==> src/rtl/clz_normalizer.sv <==
// Multi-cycle CLZ/CLO normaliser: counts leading zeros or ones and left-justifies the operand.
// Ports: clk, rstn, start/operand/count_ones in; busy, done, count, norm, all_same out.
module clz_normalizer #(
    parameter int WIDTH = 32,
    parameter int CNT_W = 6
) (
    input  logic             clk,
    input  logic             rstn,
    input  logic             start,
    input  logic [WIDTH-1:0] operand,
    input  logic             count_ones,
    output logic             busy,
    output logic             done,
    output logic [CNT_W-1:0] count,
    output logic [WIDTH-1:0] norm,
    output logic             all_same
);

    typedef enum logic [1:0] {
        IDLE = 2'd0,
        SCAN = 2'd1,
        DONE = 2'd2
    } state_t;

    state_t r_state;
    state_t w_next;

    logic [WIDTH-1:0] r_w;
    logic [WIDTH-1:0] r_s;
    logic [CNT_W-1:0] r_c;
    logic [CNT_W-1:0] r_count;
    logic [WIDTH-1:0] r_norm;
    logic             r_all_same;

    logic w_full;
    logic w_hit;

    // Scan copy is pre-inverted for CLO, so the search is always for a 1.
    // The full-count test also stops the scan on an all-zero scan copy.
    assign w_full = (r_c == CNT_W'(WIDTH));
    assign w_hit  = r_w[WIDTH-1] | w_full;

    always_ff @(posedge clk or negedge rstn) begin
        if (!rstn) begin
            r_state <= IDLE;
        end else begin
            r_state <= w_next;
        end
    end

    always_comb begin
        w_next = r_state;
        unique case (r_state)
            IDLE:    w_next = start ? SCAN : IDLE;
            SCAN:    w_next = w_hit ? DONE : SCAN;
            DONE:    w_next = IDLE;
            default: w_next = IDLE;
        endcase
    end

    always_comb begin
        busy = (r_state == SCAN);
        done = (r_state == DONE);
    end

    always_ff @(posedge clk or negedge rstn) begin
        if (!rstn) begin
            r_w        <= '0;
            r_s        <= '0;
            r_c        <= '0;
            r_count    <= '0;
            r_norm     <= '0;
            r_all_same <= 1'b0;
        end else begin
            if (r_state == IDLE && start) begin
                r_w <= operand ^ {WIDTH{count_ones}};
                r_s <= operand;
                r_c <= '0;
            end else if (r_state == SCAN) begin
                if (w_hit) begin
                    r_count    <= r_c;
                    r_norm     <= r_s;
                    r_all_same <= w_full;
                end else begin
                    r_w <= r_w << 1;
                    r_s <= r_s << 1;
                    r_c <= r_c + 1'b1;
                end
            end
        end
    end

    assign count    = r_count;
    assign norm     = r_norm;
    assign all_same = r_all_same;

endmodule

==> config.mk <==
export PLATFORM = sky130hd
export DESIGN_NAME = clz_normalizer
export DESIGN_NICKNAME = d
export VERILOG_FILES = /design/src/rtl/clz_normalizer.sv
export SDC_FILE = /design/constraint.sdc
export NUM_CORES = 1
export LEC_CHECK = 0
export ABC_AREA = 1
export BUFFER_PORTS_ARGS = -buffer_cell sky130_fd_sc_hd__buf_2
export CORE_AREA = 4 4 109 111
export DETAILED_ROUTE_END_ITERATION = 10
export DIE_AREA = 0 0 113 115
export PLACE_DENSITY = 0.84
export RECOVER_POWER = 50
export SYNTH_ARGS = -nofsm -noshare
export SYNTH_HDL_FRONTEND = slang
export SYNTH_SLANG_ARGS = --single-unit
==> constraint.sdc <==
create_clock -name clk -period 1.46 [get_ports clk]
set_input_delay 0.292 -clock clk [delete_from_list [all_inputs] [get_ports clk]]
set_output_delay 0.292 -clock clk [all_outputs]
set_load 0.005 [all_outputs]
After elaboration in Yosys (flattened, before gate mapping)
Cells that the tools add are included.
- bits in registers: 111
- add/sub/neg operators: 1
- equal/unequal tests: 4
- muxes and demuxes: 12
- bitwise logic cells: 3
- reduce and logical (&&, ||, !) cells: 5
- operators by type and width (cell ; count):
    $mux 32 ; 6
    $xor 32x32->32 ; 1
    $mux 6 ; 3
    $add 6x1->6 const B ; 1
    $eq 6x6->1 const B ; 1
    $pmux 2 s2 ; 1
    $reduce_and 3->1 ; 1
    $eq 2x1->1 const B ; 1
    $eq 2x2->1 const B ; 1
    $logic_not 2->1 ; 1
    $mux 2 ; 1
    $ne 2x1->1 const B ; 1
    $reduce_and 2->1 ; 1
    $reduce_bool 2->1 ; 1
    $logic_and 1x1->1 ; 1
    $mux 1 ; 1
    $not 1->1 ; 1
    $or 1x1->1 ; 1

Longest topological paths before layout
Gate-level depths: netlist of the first run.
- depth after elaboration: 5
- mapped depth: 9

Worst setup path before layout of the first run
No wires, ideal clock.
- path kind: register -> register
- from: register r_c[0]
- to: register r_norm[10] (netlist: norm[10])
- library setup time: 0.131 ns
- data arrival time: 1.248 ns
- data required time: 1.329 ns
- path slack: 0.081 ns
- cell stages (with the launch flop): 10
- buffers on the path: 2
- path through: dfrtp_1 -> inv_1 -> ha_1 -> nand3_2 -> nand2_1 -> nand2_1 -> buf_6 -> buf_6 -> nand2_1 -> o21ai_0
- word-level cells in the longest chain between the ends: 3
- ends and longest elaborated chain (item ; line ; RTL):
    start: declaration ; 30 ; logic [CNT_W-1:0] r_c;
    start signal: assignment ; 87 ; r_c <= r_c + 1'b1;
    $eq 6x6->1 ; 40 ; assign w_full = (r_c == CNT_W'(WIDTH));
    $or 1x1->1 ; 41 ; assign w_hit = r_w[WIDTH-1] | w_full;
    $reduce_and 3->1 (no line) ; n/a ;
    end signal: assignment ; 82 ; r_norm <= r_s;
    end: declaration ; 32 ; logic [WIDTH-1:0] r_norm;
Every way passes these cells.
A chain may end at the register's enable or synchronous reset.

Worst setup path after layout of the first run
- from: register r_state[1]
- to: register r_w[14]
- word-level cells in the longest chain between the ends: 4
- elaborated cells on any way between the ends: 7
- ends and longest elaborated chain (item ; line ; RTL):
    start: declaration ; 25 ; state_t r_state;
    start signal: assignment ; 47 ; r_state <= w_next;
    $logic_not 2->1 ; 75 ; if (r_state == IDLE && start) begin
    $logic_and 1x1->1 ; 75 ;
    $ne 2x1->1 (no line) / $reduce_bool 2->1 (equally long branches) ; n/a ;
    $reduce_and 2->1 (no line) ; n/a ;
    end signal: assignment ; 76 ; r_w <= operand ^ {WIDTH{count_ones}};
    end signal: assignment ; 85 ; r_w <= r_w << 1;
    end: declaration ; 28 ; logic [WIDTH-1:0] r_w;
Parallel ways exist; a longest one is shown, timed or not.

==> flow_summary.toml, run 1 <==
[critical_path]
critPathArrivalTime_ns = 1.82
worst_setup_path_end_kind = "register"
ff2ff_path_depth = 7
worstPathRequired_ns = 1.71
cp_max_fo = 21
reg2reg_from = "r_state[1]$_DFF_PN0_"
slowest_delay_ns = 0.41
r2r_slack_ns = -0.11
crit_path_top_delay_cell = "dfrtp_1"
startpoint = "r_state[1]$_DFF_PN0_"
start_kind = "register"
reg2reg_to = "r_w[14]$_DFFE_PN0P_"
crit_type = "register to register"
path_cells = "buf_6 > nor2_4 > buf_4 > nand3_4 > buf_8 > nand2_1 > nand3_1"

[route]
dr.pass1.iters = 5
drtIter0Drc = 549
vias = 5264
via_per_inst = 5.75
routed_wirelength_microns = 16600
remaining_drc_errors = 0
routedWlPerCell_microns = 18.1
ant_nets = 0

[finish]
num_antenna_cells = 0
drive_gt1_share_pct = 21.3
design_area_sq_um = 6940
fin_util_pct = 64.3
area_delta_synth_final_pct = 24.4
layout.nets = 809
final_cells = 916

[clock_tree]
clkTransAtPathRegs_ns = 0.11
clock-sinks = 111
cts_tree = "yes"
htree_levels = 3
cts_buffers = 9
cts_max_path_buffers = 2
clkLatencyLatePin_ns = 0.38
root_buffer = "clkbuf_8"

[yosys]
synth_commonest_cells = "230 x nand2_1, 111 x dfrtp_1, 72 x nand3_1, 52 x o21ai_1, 40 x inv_1"
syn-cell-area_sq_um = 5580
ys_seq_area_share_pct = 49.8
synthTopCellsByArea = "dfrtp_1 50%, nand2_1 15%, nand3_1 6.5%"
ys_ff_latch = 111
synth-edff-count = 0
synth_nets = 720
yosysMostFrequentCell = "nand2_1"
ys_async_sr_fraction_pct = 100
synth_cells = 682
yosys.area.top_type = "dfrtp_1"
yosysWarnings = 0
synthFlopType = "dfrtp_1"
syn_area_per_cell_sq_um = 8.18
synth.distinct_cells = 22
synthDominantCellAreaShare_pct = 49.8

[placement]
place_area_sq_um = 6230
hpwlAfterDp_microns = 8620
gp_congestion = 0.851
port_buffers = 76
place_ws_ns = 0.0124
placed_cells = 878

[power_and_ir_drop]
power_density_nw_per_um2 = 2110
ir_worst_vdd_v = 0.00108
p_leak_uw = 0.00354

[timing]
fin_crit_sh_pct = 108
max_freq_mhz = 637
slew_headroom_pct = 57.7
worst_slack_ns = -0.111
rsz0062_at_grt = "yes"
fin_crit_ns = 1.57
worst_slew_pin_slew_ns = 0.634
finalMaxSlewViolations = 0
setup_viol = 57
finalHoldViolations = 0
fin_skew_ns = 0.0112

[floorplanning]
die_height_microns = 115
die_area_sq_um = 13000
core-area_sq_um = 10800
start_util_pct = 51.7
rows = 38
io-pin-count = 77
die_w_microns = 113

[worst_hold_path]
hp-start = "operand[0]"
worstHoldPathCells = 3
min_path_type = "primary input to register"
worstHoldEndpoint = "r_s[0]$_DFFE_PN0P_"

[run]
max_cap_viol_count = 0

[grt]
grt_start_max_net_pins = 47
grt_pass1_wl_microns = 22500
grt_pass1_vias = 4739
grt-ovfl-total = 0
antenna_found_initial = 0
grt_usage_pct = 21.1

[outcome]
violations = "setup timing"
run_status = "complete, but fails checks"
==> stage by stage <==
stage | power (uW) | setup TNS (ns) | hold WS [ns]
2_1_floorplan | 8870 | 0 | -0.00359
3_3_place_gp | 10400 | 0 | 0.228
3_5_place_dp | 10600 | 0 | 0.223
4_1_cts | 13200 | -0.0169 | 0.162
5_1_grt | 15600 | -5.35 | 0.179
6_report | 14700 | -1.62 | 0.156
==> layer usage <==
metal	global-route usage, %	part of all wire (%)
met1	28.4	40
met3	3.32	8.0
met4	8.17	3.5
met5	0	0
met2	34.8	49
==> state kept, by name, summed over array words and instances (netlist names) <==
register and flops:
count 6, r_s 32, all_same 1, r_c 6
r_state 2, r_w 32, norm 32
==> area by class of cell <==
class | instances | area, sq um
fill | 800 | 3850
sequential | 111 | 2780
multi-input combinational | 476 | 2440
timing repair buffer | 131 | 1140
tap | 140 | 175
inverter | 42 | 174
clock buffer | 10 | 138
clock inverter | 6 | 92.6
==> cell usage in the layout (no fill, tap or decap), types with 2 or more instances in the layout <==
master,Yosys,final
nand2_1,230,228
dfrtp_1,111,111
buf_2,28,74
nand3_1,72,72
o21ai_1,52,54
inv_1,40,35
xor2_1,30,30
nand4_1,29,29
buf_4,7,27
a21boi_1,19,19
o21ai_0,18,16
clkbuf_8,0,10
buf_12,0,10
a21boi_0,9,9
clkbuf_16,0,8
buf_6,5,6
inv_2,2,5
nor2_4,0,4
xnor2_1,3,3
nor2_1,6,3
nand3_4,0,2
nand2_4,0,2
nand2_8,0,2
clkinvlp_4,0,2
bufinv_16,0,2
buf_16,0,2
buf_8,0,2
==> logic make-up after synthesis <==
family	synth area share [%]
AND/OR/NAND/NOR	26.4
flip-flops	49.8
AO/OA/AOI/OAI	10.0
buffers and inverters	8.16
XOR/XNOR	5.18
adder cells (fa/ha/maj)	0.448
==> power by group <==
part	leakage (uW)	switching [uW]	internal (uW)
clock	0.000114	1100	1030
sequential	0.00145	577	4260
combinational	0.00198	4520	3190
total	0.00354	6200	8480
==> how the worst max path moves through the flow <==
| stage | endpoint | depth (start not counted) |
|---|---|---|
| 4_1_cts | done | 3 |
| 5_1_grt | r_w[14]$_DFFE_PN0P_ | 7 |
| 2_1_floorplan | norm[10]$_DFFE_PN0P_ | 9 |
| 3_5_place_dp | norm[30]$_DFFE_PN0P_ | 9 |
| 6_report | r_w[14]$_DFFE_PN0P_ | 7 |
| 3_3_place_gp | count[2]$_DFFE_PN0P_ | 9 |
==> critical path, delay by kind of cell, from the launching register on <==
family,cells,cell delay [ns]
AND/OR/NAND/NOR,4,0.49
buffers and inverters,3,0.53
flip-flops,1,0.41
==> repair_timing <==
| item | in CTS | in global routing |
|---|---|---|
| pin swaps | 1 | 5 |
| setup buffers | 5 | 6 |
| hold buffers | 1 | 0 |
| gates resized for setup | 13 | 29 |
| setup endpoints to repair | 4 | 110 |
| gates cloned | 2 | 8 |
| endpoints found under the hold margin | 19 | 0 |
Power figures use the tool's default switching activity.
==> run 2, diff against run 1 <==
CORE_AREA = 4 4 74 144   (was 4 4 109 111)
DIE_AREA = 0 0 78 148   (was 0 0 113 115)
PLACE_DENSITY = 0.9   (was 0.84)
clock period = 1.9 ns   (was 1.46 ns; I/O delays follow)
==> run 2 against run 1 <==
The flow now finishes without violations. Design area down 8.0%. Sequential cell count did not move. Via count is 7.3% lower. Wire length decreased by 18%. Utilization is 3.3 points higher. Clock power is 4% higher. Clock-buffer cell count decreased by 1. Total power shrank 30%. Final cell count fell by 5.0%. Highest routed layer unchanged.
==> flow_summary.toml, run 2 (synthesized netlist as in run 1, its figures left out) <==
[finish]
layout.nets = 773
drive_gt1_share_pct = 14.2
num_antenna_cells = 0
final_cell_mix = "229 x nand2_1, 111 x dfrtp_1, 72 x nand3_1, 60 x buf_2, 52 x o21ai_1"
multi_input_area_sq_um = 2350
fin_util_pct = 67.6
layout_commonest_cell = "nand2_1"
n_fill_cell = 735
register_area_sq_um = 2780
area_delta_synth_final_pct = 14.4

[grt]
grt_usage_pct = 24.5
grt_pass1_vias = 4797
antenna_found_initial = 0
grt-ovfl-total = 0
grt_pass1_wl_microns = 22700
grt_start_max_net_pins = 53

[route]
ant_nets = 0
drtIter0Drc = 570
dr.pass1.iters = 6
remaining_drc_errors = 0
routedWlPerCell_microns = 15.6
vias = 4881
routed_wirelength_microns = 13600
via_per_inst = 5.61

[timing]
worst_slew_pin_slew_ns = 0.829
fin_skew_ns = 0.00715
rsz0062_at_grt = "no"
fin_crit_ns = 1.82
setup_viol = 0
fin_crit_sh_pct = 95.8
setup_tns_ns = 0
slew_headroom_pct = 44.7
finalHoldViolations = 0
max_freq_mhz = 549
worst_slack_ns = 0.0800
finalMaxSlewViolations = 0

[power_and_ir_drop]
finalPower_uw = 10300
switching_share_pct = 40.4
pwr-share-clk_pct = 21.6
power_density_nw_per_um2 = 1610
p_leak_uw = 0.00325
intPower_uw = 6110
p_sw_uw = 4140
p_seq_share_pct = 36.4
ir_worst_vdd_v = 0.000746
p_comb_share_pct = 42.1

[critical_path]
cp.depth = 3
reg2reg_to = "r_s[19]$_DFFE_PN0P_"
start_kind = "register"
cp.buffers_inverters = 2
worst_setup_path_end_kind = "output port"
path_cells = "nor2_2 > buf_4 > buf_2"
slowest_delay_ns = 0.44
startpoint = "r_state[1]$_DFF_PN0_"
ff2ff_path_depth = 7
r2r_slack_ns = 0.23
crit_type = "register to output port"
critPathArrivalTime_ns = 1.44
worstPathRequired_ns = 1.52
crit_path_top_delay_cell = "dfrtp_1"
reg2reg_from = "r_state[1]$_DFF_PN0_"
cp_max_fo = 15
path_delay_family = "flip-flops"
crit_end = "busy"

[clock_tree]
clkTransAtPathRegs_ns = 0.07
clkLatencyLatePin_ns = 0.35
cts_resized = 0
htree_levels = 3
cts_buffers = 9
cts_tree = "yes"
cts_max_path_buffers = 2
root_buffer = "clkbuf_16"
hold_buffers = 1
clock-sinks = 111
postCtsSetupBuffers = 0

[floorplanning]
rows = 50
io-pin-count = 77
core-area_sq_um = 9450
die_height_microns = 148
die_w_microns = 78
die_area_sq_um = 11500
start_util_pct = 59.1

[placement]
place_ws_ns = 0.245
gp_congestion = 0.827
hpwlAfterDp_microns = 9040
port_buffers = 76

[run]
max_cap_viol_count = 0

[worst_hold_path]
min_path_type = "primary input to register"

[outcome]
run_status = "complete, no violations"
-- run 2: cell types whose count changed in the layout (fill, tap and decap cells not counted), moves of 4 or more --
cell	change
buf_12	-4
buf_2	-14
buf_4	-18
buf_6	-6
clkbuf_1	+15
clkbuf_8	-10
inv_1	+5
nor2_4	-4
-- run 2: worst register-to-register path: stages (launching register included) --
cell     delay [ns]
dfrtp_1        0.43
nor2_2         0.08
nand2_2        0.07
buf_4          0.44
nand2_2        0.17
buf_12         0.20
nand2_1        0.09
nand2_1        0.07
-- run 2: how the worst min path moves through the flow --
stage | from | to | slack [ns] | cells after the start
after floorplan | rstn | all_same$_DFFE_PN0P_ | 0.08 | 0
after global placement | rstn | count[2]$_DFFE_PN0P_ | 0.35 | 1
after detailed placement | rstn | count[2]$_DFFE_PN0P_ | 0.36 | 1
after CTS | operand[0] | r_s[0]$_DFFE_PN0P_ | 0.25 | 3
after global routing | operand[0] | r_s[0]$_DFFE_PN0P_ | 0.28 | 3
final | operand[0] | r_s[0]$_DFFE_PN0P_ | 0.26 | 3
-- run 2: layout make-up --
class / instances / share of cell area [%]
well taps: 130 / 2.55
multi-input cells: 476 / 36.8
flip-flops and latches: 111 / 43.5
inverters: 42 / 2.47
clock buffers: 9 / 3.53
repair buffers: 95 / 9.11
clock inverters: 7 / 2.00
-- run 2: power by group through the flow --
stage / combinational, uW / sequential, uW / clock, uW
after floorplan: 3170 / 3640 / 0
after global placement: 4080 / 3690 / 0
after detailed placement: 4290 / 3740 / 0
after CTS: 4330 / 3710 / 2240
after global routing: 4850 / 3810 / 2330
final: 4310 / 3730 / 2210
-- run 2: through the flow --
| step | area (sq um) | hold WS (ns) | instances |
|---|---|---|---|
| after floorplan | 5580 | 0.0844 | 682 |
| final | 6380 | 0.261 | 870 |
| after CTS | 6430 | 0.254 | 870 |
| after global placement | 6070 | 0.352 | 853 |
| after global routing | 6380 | 0.282 | 870 |
| after detailed placement | 6070 | 0.358 | 853 |
-- run 2: routing by layer --
layer	part of all wire (%)	global-route usage, %
met5	0	0
met4	3.7	12.0
met3	4.3	3.78
met2	55	42.7
met1	37	29.2
==> run 3, diff against run 2 <==
MAX_ROUTING_LAYER = met4   (was default)
==> run 3 against run 2 <==
Non-clock buffer count increased by 4. Worst setup slack improved by 0.040 ns. Register-to-register slack improved by 0.03 ns. Clock power decreased by 14%. Critical path depth unchanged. Hold slack improved by 0.0045 ns. Final cell count increased by 0.46%. Largest cell class unchanged. First-iteration DRC count decreased by 22%. Maximum frequency increased by 2.3%.
==> flow_summary.toml, run 3 (synthesized netlist as in run 1, its figures left out) <==
[outcome]
run_status = "complete, no violations"

[route]
routed_wirelength_microns = 14000
via_per_inst = 5.66
ant_nets = 0
remaining_drc_errors = 0
vias = 4944
dr.pass1.iters = 5
drtIter0Drc = 443
routedWlPerCell_microns = 16.0

[floorplanning]
rows = 50
core-area_sq_um = 9450
start_util_pct = 59.1
die_height_microns = 148
io-pin-count = 77
die_area_sq_um = 11500
die_w_microns = 78

[power_and_ir_drop]
intPower_uw = 5840
power_density_nw_per_um2 = 1580
p_leak_uw = 0.00323
ir_worst_vdd_v = 0.000967
p_sw_uw = 4150
p_comb_share_pct = 43.6
switching_share_pct = 41.6
pwr-share-clk_pct = 19.0
p_seq_share_pct = 37.4

[critical_path]
reg2reg_to = "norm[10]$_DFFE_PN0P_"
worstPathRequired_ns = 1.52
start_kind = "register"
ff2ff_path_depth = 7
r2r_slack_ns = 0.26
critPathArrivalTime_ns = 1.40
worst_setup_path_end_kind = "output port"
crit_type = "register to output port"
reg2reg_from = "r_c[0]$_DFFE_PN0P_"
cp_max_fo = 15

[placement]
placed_cells = 857
hpwlAfterDp_microns = 9460
port_buffers = 76
gp_congestion = 0.878

[clock_tree]
cts_max_path_buffers = 2
cts_buffers = 9
htree_levels = 3
root_buffer = "clkbuf_16"
hold_buffers = 1
cts_tree = "yes"
cts_resized = 0
clock-sinks = 111
clkLatencyLatePin_ns = 0.35
clkTransAtPathRegs_ns = 0.07
postCtsSetupBuffers = 0

[grt]
grt-ovfl-total = 0
grt_pass1_vias = 5037
grt_usage_pct = 25.9
grt_start_max_net_pins = 55
grt_pass1_wl_microns = 23200
antenna_found_initial = 0

[timing]
rsz0062_at_grt = "no"
fin_crit_ns = 1.78
finalMaxSlewViolations = 0
setup_viol = 0
fin_skew_ns = 0.00699
fin_crit_sh_pct = 93.7
worst_slew_pin_slew_ns = 0.717
setup_tns_ns = 0
hold_slack_ns = 0.266
finalHoldViolations = 0
slew_headroom_pct = 52.2
max_freq_mhz = 562

[worst_hold_path]
hp-start = "operand[0]"
worstHoldPathCells = 3
min_path_type = "primary input to register"
worstHoldEndpoint = "r_s[0]$_DFFE_PN0P_"

[finish]
drive_gt1_share_pct = 14.4
n_fill_cell = 715
fin_util_pct = 67.1
area_delta_synth_final_pct = 13.7
final_cell_mix = "229 x nand2_1, 111 x dfrtp_1, 72 x nand3_1, 58 x buf_2, 52 x o21ai_1"
layout_commonest_cell = "nand2_1"
num_antenna_cells = 0
final_cells = 874
layout.nets = 777

[run]
max_cap_viol_count = 0
run 3: cell count changes in the layout (fill, tap and decap cells not counted), moves of 2 or more:
| cell | change |
|---|---|
| clkinv_2 | +3 |
| buf_2 | -2 |
| bufinv_16 | -2 |
| buf_4 | +5 |
run 3: layout make-up:
type	instances	area (sq um)	area share (%)
clock buffer	9	225	3.55
inverter	42	158	2.49
sequential	111	2780	43.8
multi-input combinational	476	2350	37.1
clock inverter	7	70.1	1.10
tap	130	163	2.56
timing repair buffer	99	597	9.41
run 3: worst max path at each step:
stage	slack, ns	depth (start not counted)	start	end
4_1_cts	0.14	3	r_state[1]$_DFF_PN0_	busy
5_1_grt	0.08	3	r_state[1]$_DFF_PN0_	busy
3_3_place_gp	0.41	8	r_c[0]$_DFFE_PN0P_	all_same$_DFFE_PN0P_
3_5_place_dp	0.29	7	r_c[0]$_DFFE_PN0P_	norm[10]$_DFFE_PN0P_
6_report	0.12	3	r_state[1]$_DFF_PN0_	busy
2_1_floorplan	0.52	9	r_c[0]$_DFFE_PN0P_	norm[10]$_DFFE_PN0P_
run 3: worst max-delay path: stages, from the launching register on:
cell     delay [ns]
dfrtp_1        0.42
nor2_2         0.22
buf_4          0.26
buf_2          0.14
run 3: power by group through the flow:
stage	sequential, uW	combinational (uW)	clock [uW]
after floorplan	3640	3170	0
after global placement	3700	4110	0
after detailed placement	3740	4330	0
after CTS	3720	4390	1920
after global routing	3810	4900	2020
final	3740	4360	1900
run 3: metal layers:
layer / vias up / track usage (%) / share of wire [%]
li1: 2331 / - / -
met1: 2388 / 28.7 / 38
met2: 176 / 44.6 / 54
met3: 49 / 4.27 / 4.3
met4: 0 / 12.8 / 4.0
met5: - / - / 0
run 3: through the flow:
stage	area [sq um]	total power, uW	setup slack [ns]
floorplan	5580	6820	0.521
global placement	6090	7800	0.412
detailed placement	6090	8070	0.289
CTS	6390	10000	0.136
global route	6340	10700	0.0837
finish	6340	10000	0.120
